==> config.mk <==
export PLATFORM = sky130hd
export DESIGN_NAME = gray_codec_pipe
export DESIGN_NICKNAME = d
export VERILOG_FILES = /design/src/rtl/gray_codec_pipe.sv
export SDC_FILE = /design/constraint.sdc
export NUM_CORES = 1
export LEC_CHECK = 0
export BUFFER_PORTS_ARGS = -buffer_cell sky130_fd_sc_hd__buf_2
export CAP_MARGIN = 30
export CORE_UTILIZATION = 40
export CTS_CLUSTER_DIAMETER = 150
export DETAILED_ROUTE_END_ITERATION = 8
export PLACE_DENSITY = 0.66
export SETUP_SLACK_MARGIN = 0.2
export SLEW_MARGIN = 20
export SYNTH_ARGS = -nofsm -noshare
export SYNTH_HDL_FRONTEND = slang
export SYNTH_SLANG_ARGS = --single-unit
==> constraint.sdc <==
create_clock -name clk -period 2.6 [get_ports clk]
set_input_delay 0.65 -clock clk [delete_from_list [all_inputs] [get_ports clk]]
set_output_delay 0.65 -clock clk [all_outputs]
set_load 0.01 [all_outputs]
==> src/rtl/gray_codec_pipe.sv <==
// gray_codec_pipe: two-stage valid/ready pipeline for Gray encode, decode and Gray increment.
// Ports:
//   clk, rst_n                   clock, asynchronous active-low reset
//   in_valid/in_ready            input handshake, in_data operand, in_mode operation
//                                (00 bin->gray, 01 gray->bin, 10 gray increment, 11 illegal)
//   out_valid/out_ready          output handshake, out_data result, out_mode echoed mode,
//                                out_err set for illegal mode
module gray_codec_pipe #(
    parameter int WIDTH = 8
) (
    input  logic             clk,
    input  logic             rst_n,
    input  logic             in_valid,
    output logic             in_ready,
    input  logic [WIDTH-1:0] in_data,
    input  logic [1:0]       in_mode,
    output logic             out_valid,
    input  logic             out_ready,
    output logic [WIDTH-1:0] out_data,
    output logic [1:0]       out_mode,
    output logic             out_err
);
    logic             s1_valid_q, s1_valid_d;
    logic [WIDTH-1:0] s1_data_q, s1_data_d;
    logic [1:0]       s1_mode_q, s1_mode_d;
    logic             s2_valid_q, s2_valid_d;
    logic [WIDTH-1:0] s2_data_q, s2_data_d;
    logic [1:0]       s2_mode_q, s2_mode_d;
    logic             s2_err_q, s2_err_d;
    logic             accept, advance;
    logic [WIDTH-1:0] result;

    function automatic logic [WIDTH-1:0] b2g(input logic [WIDTH-1:0] b);
        return b ^ (b >> 1);
    endfunction

    // Prefix XOR from the MSB down: bit i is the XOR of all Gray bits at or above i.
    function automatic logic [WIDTH-1:0] g2b(input logic [WIDTH-1:0] g);
        logic [WIDTH-1:0] b;
        b = g;
        for (int i = 1; i < WIDTH; i++) b = b ^ (g >> i);
        return b;
    endfunction

    assign in_ready  = !s1_valid_q || !s2_valid_q || out_ready;
    assign accept    = in_valid && in_ready;
    // S1 may move forward only into an empty S2 or one being drained this cycle.
    assign advance   = s1_valid_q && (!s2_valid_q || out_ready);
    assign out_valid = s2_valid_q;
    assign out_data  = s2_data_q;
    assign out_mode  = s2_mode_q;
    assign out_err   = s2_err_q;

    always_comb begin
        result     = s1_mode_q == 2'b00 ? b2g(s1_data_q) :
                     s1_mode_q == 2'b01 ? g2b(s1_data_q) :
                     s1_mode_q == 2'b10 ? b2g(g2b(s1_data_q) + WIDTH'(1)) : '0;
        s1_valid_d = accept || (s1_valid_q && !advance);
        s1_data_d  = accept ? in_data : s1_data_q;
        s1_mode_d  = accept ? in_mode : s1_mode_q;
        s2_valid_d = advance || (s2_valid_q && !out_ready);
        s2_data_d  = advance ? result : s2_data_q;
        s2_mode_d  = advance ? s1_mode_q : s2_mode_q;
        s2_err_d   = advance ? (s1_mode_q == 2'b11) : s2_err_q;
    end

    always_ff @(posedge clk or negedge rst_n) begin
        if (!rst_n) begin
            s1_valid_q <= 1'b0;
            s1_data_q  <= '0;
            s1_mode_q  <= 2'b00;
            s2_valid_q <= 1'b0;
            s2_data_q  <= '0;
            s2_mode_q  <= 2'b00;
            s2_err_q   <= 1'b0;
        end else begin
            s1_valid_q <= s1_valid_d;
            s1_data_q  <= s1_data_d;
            s1_mode_q  <= s1_mode_d;
            s2_valid_q <= s2_valid_d;
            s2_data_q  <= s2_data_d;
            s2_mode_q  <= s2_mode_d;
            s2_err_q   <= s2_err_d;
        end
    end
endmodule

# Word level (Yosys, flattened, before mapping)
# Index checks and enable logic that the tools add are counted.
[word_totals] register_bits=23 inputBits=14 output_inout_bits=13 wordCells=36
[classes] n_addsub=1 eq_ne=3 muxes=3 bitwise_logic=8 reduce_logical=14
[op_table] op="2-to-1 mux 8 bit" n=3
[op_table] op="XOR 8 x 7 -> 8 bit" n=2
[op_table] op="adder 8 x 1 -> 8 bit (second input constant)" n=1
[op_table] op="XOR 8 x 1 -> 8 bit" n=1
[op_table] op="XOR 8 x 2 -> 8 bit" n=1
[op_table] op="XOR 8 x 3 -> 8 bit" n=1
[op_table] op="XOR 8 x 4 -> 8 bit" n=1
[op_table] op="XOR 8 x 5 -> 8 bit" n=1
[op_table] op="XOR 8 x 6 -> 8 bit" n=1
[op_table] op="logical OR 1 bit" n=5
[op_table] op="equality test 2 bit (second input constant)" n=2
[op_table] op="logical AND 1 bit" n=4
[op_table] op="zero test 1 bit" n=4
[op_table] op="equality test 2 x 1 -> 1 bit (second input constant)" n=1
[op_table] op="zero test 2 bit" n=1

# Longest topological paths before layout
# Gate-level depths: netlist (run 1).
[depth] ltp_word=12 mapped_depth=11 ltp_nobuf=9

# Worst setup path after synthesis (run 1)
# OpenSTA, ideal clock, no wires.
[synth_path] path_kind="flip-flop to flip-flop" from="reg s1_data_q[6]" to="reg s2_data_q[6], in the netlist out_data[6]" setup_ns=0.077 t_arrival_ns=2.632 required_ns=2.523 path_slack_ns=-0.109 stages_incl_launch_ff=12 path_buffers=2 period_less_slack_ns=2.709 path_cell_list="dfrtp_1 > buf_6 > xnor2_4 > xnor3_2 > xnor2_1 > ha_1 > clkbuf_1 > o21bai_1 > a21oi_1 > a311oi_1 > o21ai_0 > a21oi_1"
[synth_between] elab_chain_cells=12
[synth_lines] element="start, declared" line_no="24" text="logic [WIDTH-1:0] s1_data_q, s1_data_d;"
[synth_lines] element="start signal, assigned" line_no="78" text="s1_data_q <= s1_data_d;"
[synth_lines] element="XOR 8 x 7 -> 8 bit" line_no="34, 41"
[synth_lines] element="XOR 8 x 6 -> 8 bit" line_no="41" text="for (int i = 1; i < WIDTH; i++) b = b ^ (g >> i);"
[synth_lines] element="XOR 8 x 5 -> 8 bit" line_no="41"
[synth_lines] element="XOR 8 x 4 -> 8 bit" line_no="41"
[synth_lines] element="XOR 8 x 3 -> 8 bit" line_no="41"
[synth_lines] element="XOR 8 x 2 -> 8 bit" line_no="41"
[synth_lines] element="XOR 8 x 1 -> 8 bit" line_no="41"
[synth_lines] element="adder 8 x 1 -> 8 bit" line_no="57" text="s1_mode_q == 2'b10 ? b2g(g2b(s1_data_q) + WIDTH'(1)) : '0;"
[synth_lines] element="XOR 8 x 7 -> 8 bit" line_no="34" text="return b ^ (b >> 1);"
[synth_lines] element="2-to-1 mux 8 bit" line_no="57"
[synth_lines] element="2-to-1 mux 8 bit" line_no="56" text="s1_mode_q == 2'b01 ? g2b(s1_data_q) :"
[synth_lines] element="2-to-1 mux 8 bit *" line_no="55" text="result = s1_mode_q == 2'b00 ? b2g(s1_data_q) :"
[synth_lines] element="end signal, assigned" line_no="81" text="s2_data_q <= s2_data_d;"
[synth_lines] element="end, declared" line_no="27" text="logic [WIDTH-1:0] s2_data_q, s2_data_d;"
# Every way passes the cells marked *; elsewhere a longest branch is shown, timed or not.
# A chain may end at the register's enable or synchronous reset.

# Worst setup path after layout (run 1)
[layout_path] from="reg s1_data_q[3]" to="reg s2_data_q[4], in the netlist out_data[4]"
[layout_between] elab_chain_cells=12
[layout_lines] element="XOR 8 x 7 -> 8 bit" line_no="41"
[layout_lines] element="XOR 8 x 6 -> 8 bit" line_no="41"
[layout_lines] element="XOR 8 x 5 -> 8 bit *" line_no="41"
[layout_lines] element="XOR 8 x 4 -> 8 bit *" line_no="41"
[layout_lines] element="XOR 8 x 3 -> 8 bit *" line_no="41"
[layout_lines] element="XOR 8 x 2 -> 8 bit *" line_no="41"
[layout_lines] element="XOR 8 x 1 -> 8 bit *" line_no="41"
[layout_lines] element="adder 8 x 1 -> 8 bit *" line_no="57"
[layout_lines] element="XOR 8 x 7 -> 8 bit *" line_no="34"
[layout_lines] element="2-to-1 mux 8 bit *" line_no="57"
[layout_lines] element="2-to-1 mux 8 bit *" line_no="56"
[layout_lines] element="2-to-1 mux 8 bit *" line_no="55"
# Marked as above.

==> results of run 1 <==
## synthesized netlist by cell type (3+ instances only)
library cell	count	area (um2)
nand2b_1	5	31.28
inv_1	3	11.26
xnor2_1	13	113.9
a31oi_1	3	18.77
o21ai_0	11	55.05
nand3_1	4	20.02
dfrtp_1	23	575.6
mux2_2	10	112.6
a21oi_1	8	40.04
nor2_1	15	56.30
nand2_1	14	52.55
clkbuf_1	8	30.03
nor3_1	4	20.02
## per-stage QoR
step	TNS, ns	utilization	instances	area [um2]	setup slack, ns
2_1_floorplan	0	-	167	1624	0.2009
3_3_place_gp	0	0.4866	240	1822	0.1380
3_5_place_dp	0	0.4866	240	1822	0.03579
4_1_cts	0	0.5104	246	1911	0.1226
5_1_grt	-0.01947	0.5244	248	1963	-0.01924
6_report	0	0.5244	248	1963	0.09014
## worst max path at each step
| stage | cells after the start | slack, ns | endpoint |
|---|---|---|---|
| finish | 10 | 0.09 | out_data[4] |
| global route | 10 | -0.02 | out_data[1] |
| CTS | 10 | 0.12 | out_data[6] |
| detailed placement | 9 | 0.04 | out_data[5] |
| global placement | 9 | 0.14 | out_data[5] |
| floorplan | 9 | 0.20 | out_data[5] |
## registers in the layout (all words and copies together) (netlist names)
name and cells:
out_data 8, s1_data_q 8, out_mode 2, s1_mode_q 2
out_err 1, out_valid 1, s1_valid_q 1
## worst max-delay path, cell delays in order (launching register included)
cell and delay (ns):
dfrtp_1 0.42, xnor2_2 0.23, xnor3_2 0.51, xnor2_2 0.16, ha_2 0.23, buf_4 0.14, nand2b_1 0.09, a21boi_1 0.08
a221oi_1 0.29, o21ai_1 0.11, a31oi_1 0.18
## power by group
group	internal [uW]	switching [uW]	leakage (uW)	total (uW)
logic	725	667	0.000559	1390
registers	439	73.3	0.000269	513
clock network	107	116	0.0000255	224
total	1270	857	0.000854	2130
## final cells by class
class,count,area (um2)
fill,352,1780
multi-input combinational,128,1016
sequential,23,575.6
timing repair buffer,42,254.0
tap,48,60.06
clock buffer,3,41.29
inverter,3,11.26
clock inverter,1,5.005
## layer usage
| layer | track usage | up-vias |
|---|---|---|
| met5 | 0 | - |
| met4 | 0.04076 | 0 |
| met3 | 0.04167 | 5 |
| met2 | 0.3164 | 49 |
| met1 | 0.2417 | 636 |
| li1 | - | 664 |
## timing repair
item / CTS / global route
pin swaps: 9 / 13
setup endpoints to repair: 6 / 6
buffers inserted: 2 / 2
gates resized for setup: 7 / 10
## kinds of logic after synthesis
group | count (synthesis) | synth area share
AO/OA/AOI/OAI | 43 | 0.1846
XOR/XNOR | 20 | 0.1508
adder cells (fa/ha/maj) | 1 | 0.007854
buffers and inverters | 16 | 0.05263
flip-flops | 23 | 0.3613
multiplexers | 12 | 0.08327
AND/OR/NAND/NOR | 52 | 0.1595
==> summary.txt, run 1 <==
R2r setup slk: 0.09 ns
Root buffer cell: clkbuf_8
Syn avg cell area: 9.538 um2
CP endpoint kind: flop
Highest routed layer: met4
Synth cell types: 50
Die height: 65.10 um
DRC: 0
Critical path launch point type: flop
Wire per inst: 14.38 um
Post-DP HPWL: 2627 um
First-pass GRT wire length: 6058 um
1st-pass router iterations: 4
Reg-to-reg endpoint: out_data[4]
Final wirelength: 3565 um
Core area: 0.003744 mm2
Slew Viols, Final: 0
Register area share after synthesis: 0.3614
CTS buffer count: 3
Ant. Diodes: 0
Largest net degree at the start of global routing: 24
Mapped Cells: 167
RSZ-0062 raised after global routing: yes
Die Width: 65.10 um
Static Leakage: 0.0008541 uW
Clock latency on the worst-skew pair: 0.27 ns
Post-synthesis cell area: 0.001593 mm2
Commonest cells after routing, fill and taps aside: 26 x buf_2, 23 x dfrtp_1, 15 x nor2_1, 15 x buf_4, 13 x nand2_1
I/O pin count: 27
Max Clock Freq: 0.3984 GHz
Area delta synth->final: 23.25%
GRT Total Usage: 0.1862
Number of H-tree levels: 1
Fin crit period: 2.510 ns
Ys flop type: dfrtp_1
Final Setup Violations: 0
Worst VDD drop: 0.6950 mV
TritonCTS clock tree: yes
Synth Warn #: 0
Port Buffers: 26
Period utilization: 0.9653
CP required: 2.79 ns
Sink Count: 23
Initial drt markers: 52
Hold Vio Cnt, Final: 0
Std cell rows: 22
Vias in the first global route: 1286
Routed via count: 1354
Hold_buf cts: 0
Routed wl met2: 1679 um
Peak fanout along the critical path: 5
Layout cells sized above 1: 0.3850
Reg2Reg Depth: 10
Post-synth EDFFs: 0
Post-route antenna net violation count: 0
Vias/cell: 5.460
Worst-margin pin slew: 0.5115 ns
GPL Wtd Cong: 0.8879
GRT overflow: 0
Synth Register Bits: 23
Async S/R FF share, synth: 1.000
WS Path Type: flop to flop
Min-delay worst type: input pin to asynchronous set/reset pin
Worst setup path start: s1_data_q[3]
Met3 wire length: 186 um
Clock Skew: 0.004441 ns
M1 WL: 1665 um
Critical Path AT: 2.70 ns
Worst R2R Start: s1_data_q[3]
Nets: 216
Max-Cap Viols: 0
Commonest non-fill, non-tap cell in the layout: buf_2
Clock-pin slew on the worst setup and hold paths: 0.08 ns
Slew Limit Headroom: 0.6590
P per Cell Area: 1084 mW/mm2
Run status: complete, no violations
Initial antenna violation count: 0
Hold Slack: 0.3399 ns
Starting Density: 0.4255
Mapped Nets: 182
Die ar.: 0.004238 mm2
CTS Buffer Depth: 2
Final Power: 2128 uW
Note: power is estimated with default switching activity, not from simulation.
==> run 2: changes to the inputs <==
REMOVE_ABC_BUFFERS = 1   (was unset)
==> run 2 against run 1 <==
Compared with the run above:
- maximum frequency fell by 3.8%
- non-clock buffer count increased by 1
- critical endpoint is now out_data[6]
- first-iteration DRC count is 77% higher
- the flow now finishes with violations (negative setup slack)
- cell count rose by 0.40%
==> summary.txt, run 2 (same netlist as run 1, synthesis figures left out) <==
R2r setup slk: -0.008 ns
Post-DP HPWL: 2782 um
Wire per inst: 16.34 um
Placed instance count: 242
Slew Viols, Final: 0
Vias/cell: 5.667
GRT overflow: 0
Reg2Reg Depth: 9
Area delta synth->final: 25.92%
Clock-pin slew on the worst setup and hold paths: 0.08 ns
Reg-to-reg endpoint: out_data[6]
1st-pass router iterations: 7
Worst setup margin: -0.007774 ns
Routed via count: 1411
Commonest cells after routing, fill and taps aside: 26 x buf_2, 21 x dfrtp_1, 15 x nor2_1, 14 x nand2_1, 14 x buf_4
Worst setup path start: s1_data_q[5]
Starting Density: 0.4255
First-pass GRT wire length: 6651 um
Die height: 65.10 um
CP max stage delay: 0.44 ns
Run status: complete, but fails checks
Largest net degree at the start of global routing: 24
Commonest non-fill, non-tap cell in the layout: buf_2
P per Cell Area: 1214 mW/mm2
Sink Count: 23
CP required: 2.80 ns
Static Leakage: 0.0008696 uW
Failing checks: negative setup slack
Port Buffers: 26
Critical Path AT: 2.81 ns
Non-Filler Instances: 249
Hold_buf cts: 0
Fin crit period: 2.608 ns
Vias in the first global route: 1411
TritonCTS clock tree: yes
Crit path buf inv count: 0
CP endpoint kind: flop
Core area: 0.003744 mm2
GPL Wtd Cong: 0.9023
Nets: 217
Pre-CTS WS: 0.03435 ns
Layout cells sized above 1: 0.3980
CTS buffer count: 3
Peak fanout along the critical path: 6
Period utilization: 1.003
Worst R2R Start: s1_data_q[5]
Top cell by count, worst path: a21oi_1
WP depth: 9
Critical path cell sequence: xnor2_2, xnor3_2, xor2_1, ha_4, o21bai_1, a21oi_1, a311oi_1, o21ai_0, a21oi_1
RSZ-0062 raised after global routing: yes
Die Width: 65.10 um
Crit-path slowest cell: xnor3_2
Critical path launch point type: flop
Root buffer cell: clkbuf_8
Post-route antenna net violation count: 0
Ant. Diodes: 0
Initial drt markers: 92
Delay-heaviest family, CP: compound AO/OA/AOI/OAI gates
Max Clock Freq: 0.3835 GHz
Clock latency on the worst-skew pair: 0.27 ns
Std cell rows: 22
DRC: 0
Number of H-tree levels: 1
Worst VDD drop: 0.7840 mV
Critical Path Sink: out_data[6]
Final wirelength: 4069 um
Hold Vio Cnt, Final: 0
Worst-margin pin slew: 0.5783 ns
Final Setup Violations: 1
Min-delay worst type: input pin to asynchronous set/reset pin
GRT Total Usage: 0.2059
WS Path Type: flop to flop
Slew Limit Headroom: 0.6115
Clock Skew: 0.005778 ns
Max-Cap Viols: 0
Initial antenna violation count: 0
Die ar.: 0.004238 mm2
CTS Buffer Depth: 2
I/O pin count: 27
==> run 2: cell count changes in the layout (fill, tap and decap cells not counted), moves of 2 or more <==
cell	delta
dfrtp_2	+2
o21ai_0	+2
dfrtp_1	-2
o21ai_1	-2
==> run 2: report_power, final <==
part / total, uW / switching (uW) / internal (uW)
sequential: 511 / 70.3 / 440
clock: 223 / 114 / 109
combinational: 1700 / 784 / 917
total: 2440 / 968 / 1470
==> run 2: through the flow <==
| step | utilization | TNS (ns) | instance area, um2 | hold WS (ns) | total power (uW) |
|---|---|---|---|---|---|
| after detailed placement | 0.4850 | 0 | 1815 | 0.4741 | 1666 |
| after global routing | 0.5358 | -0.04619 | 2006 | 0.3734 | 2584 |
| after CTS | 0.5114 | 0 | 1914 | 0.3678 | 2041 |
| final | 0.5358 | -0.007774 | 2006 | 0.3416 | 2435 |
| after global placement | 0.4850 | 0 | 1815 | 0.4587 | 1619 |
| after floorplan | - | -0.3690 | 1520 | 0.3544 | 1296 |
==> run 2: worst min path at each step <==
stage | to | cells after the start | start | slack, ns
2_1_floorplan | out_data[0] | 0 | rst_n | 0.35
3_3_place_gp | out_err | 2 | out_err | 0.46
3_5_place_dp | out_mode[0] | 2 | out_mode[0] | 0.47
4_1_cts | out_data[3] | 1 | rst_n | 0.37
5_1_grt | out_data[3] | 1 | rst_n | 0.37
6_report | out_data[3] | 1 | rst_n | 0.34
==> run 2: routing by layer <==
| layer | vias to the layer above | wire (um) | GRT usage |
|---|---|---|---|
| li1 | 666 | - | - |
| met1 | 678 | 1684 | 0.2522 |
| met2 | 61 | 2089 | 0.3685 |
| met3 | 6 | 236 | 0.04167 |
| met4 | 0 | 59 | 0.04891 |
| met5 | - | 0 | 0 |
==> run 2: area by class of cell <==
type	count	area (um2)
clock buffer	4	45.04
multi-input combinational	128	1039
inverter	3	11.26
sequential	23	578.1
fill	372	1738
tap	48	60.06
timing repair buffer	43	272.8
==> run 2: timing repair <==
item,4_1_cts,5_1_grt
pin swaps,7,14
gates resized for setup,9,16
endpoints found under the setup margin,5,6
buffers inserted,2,1
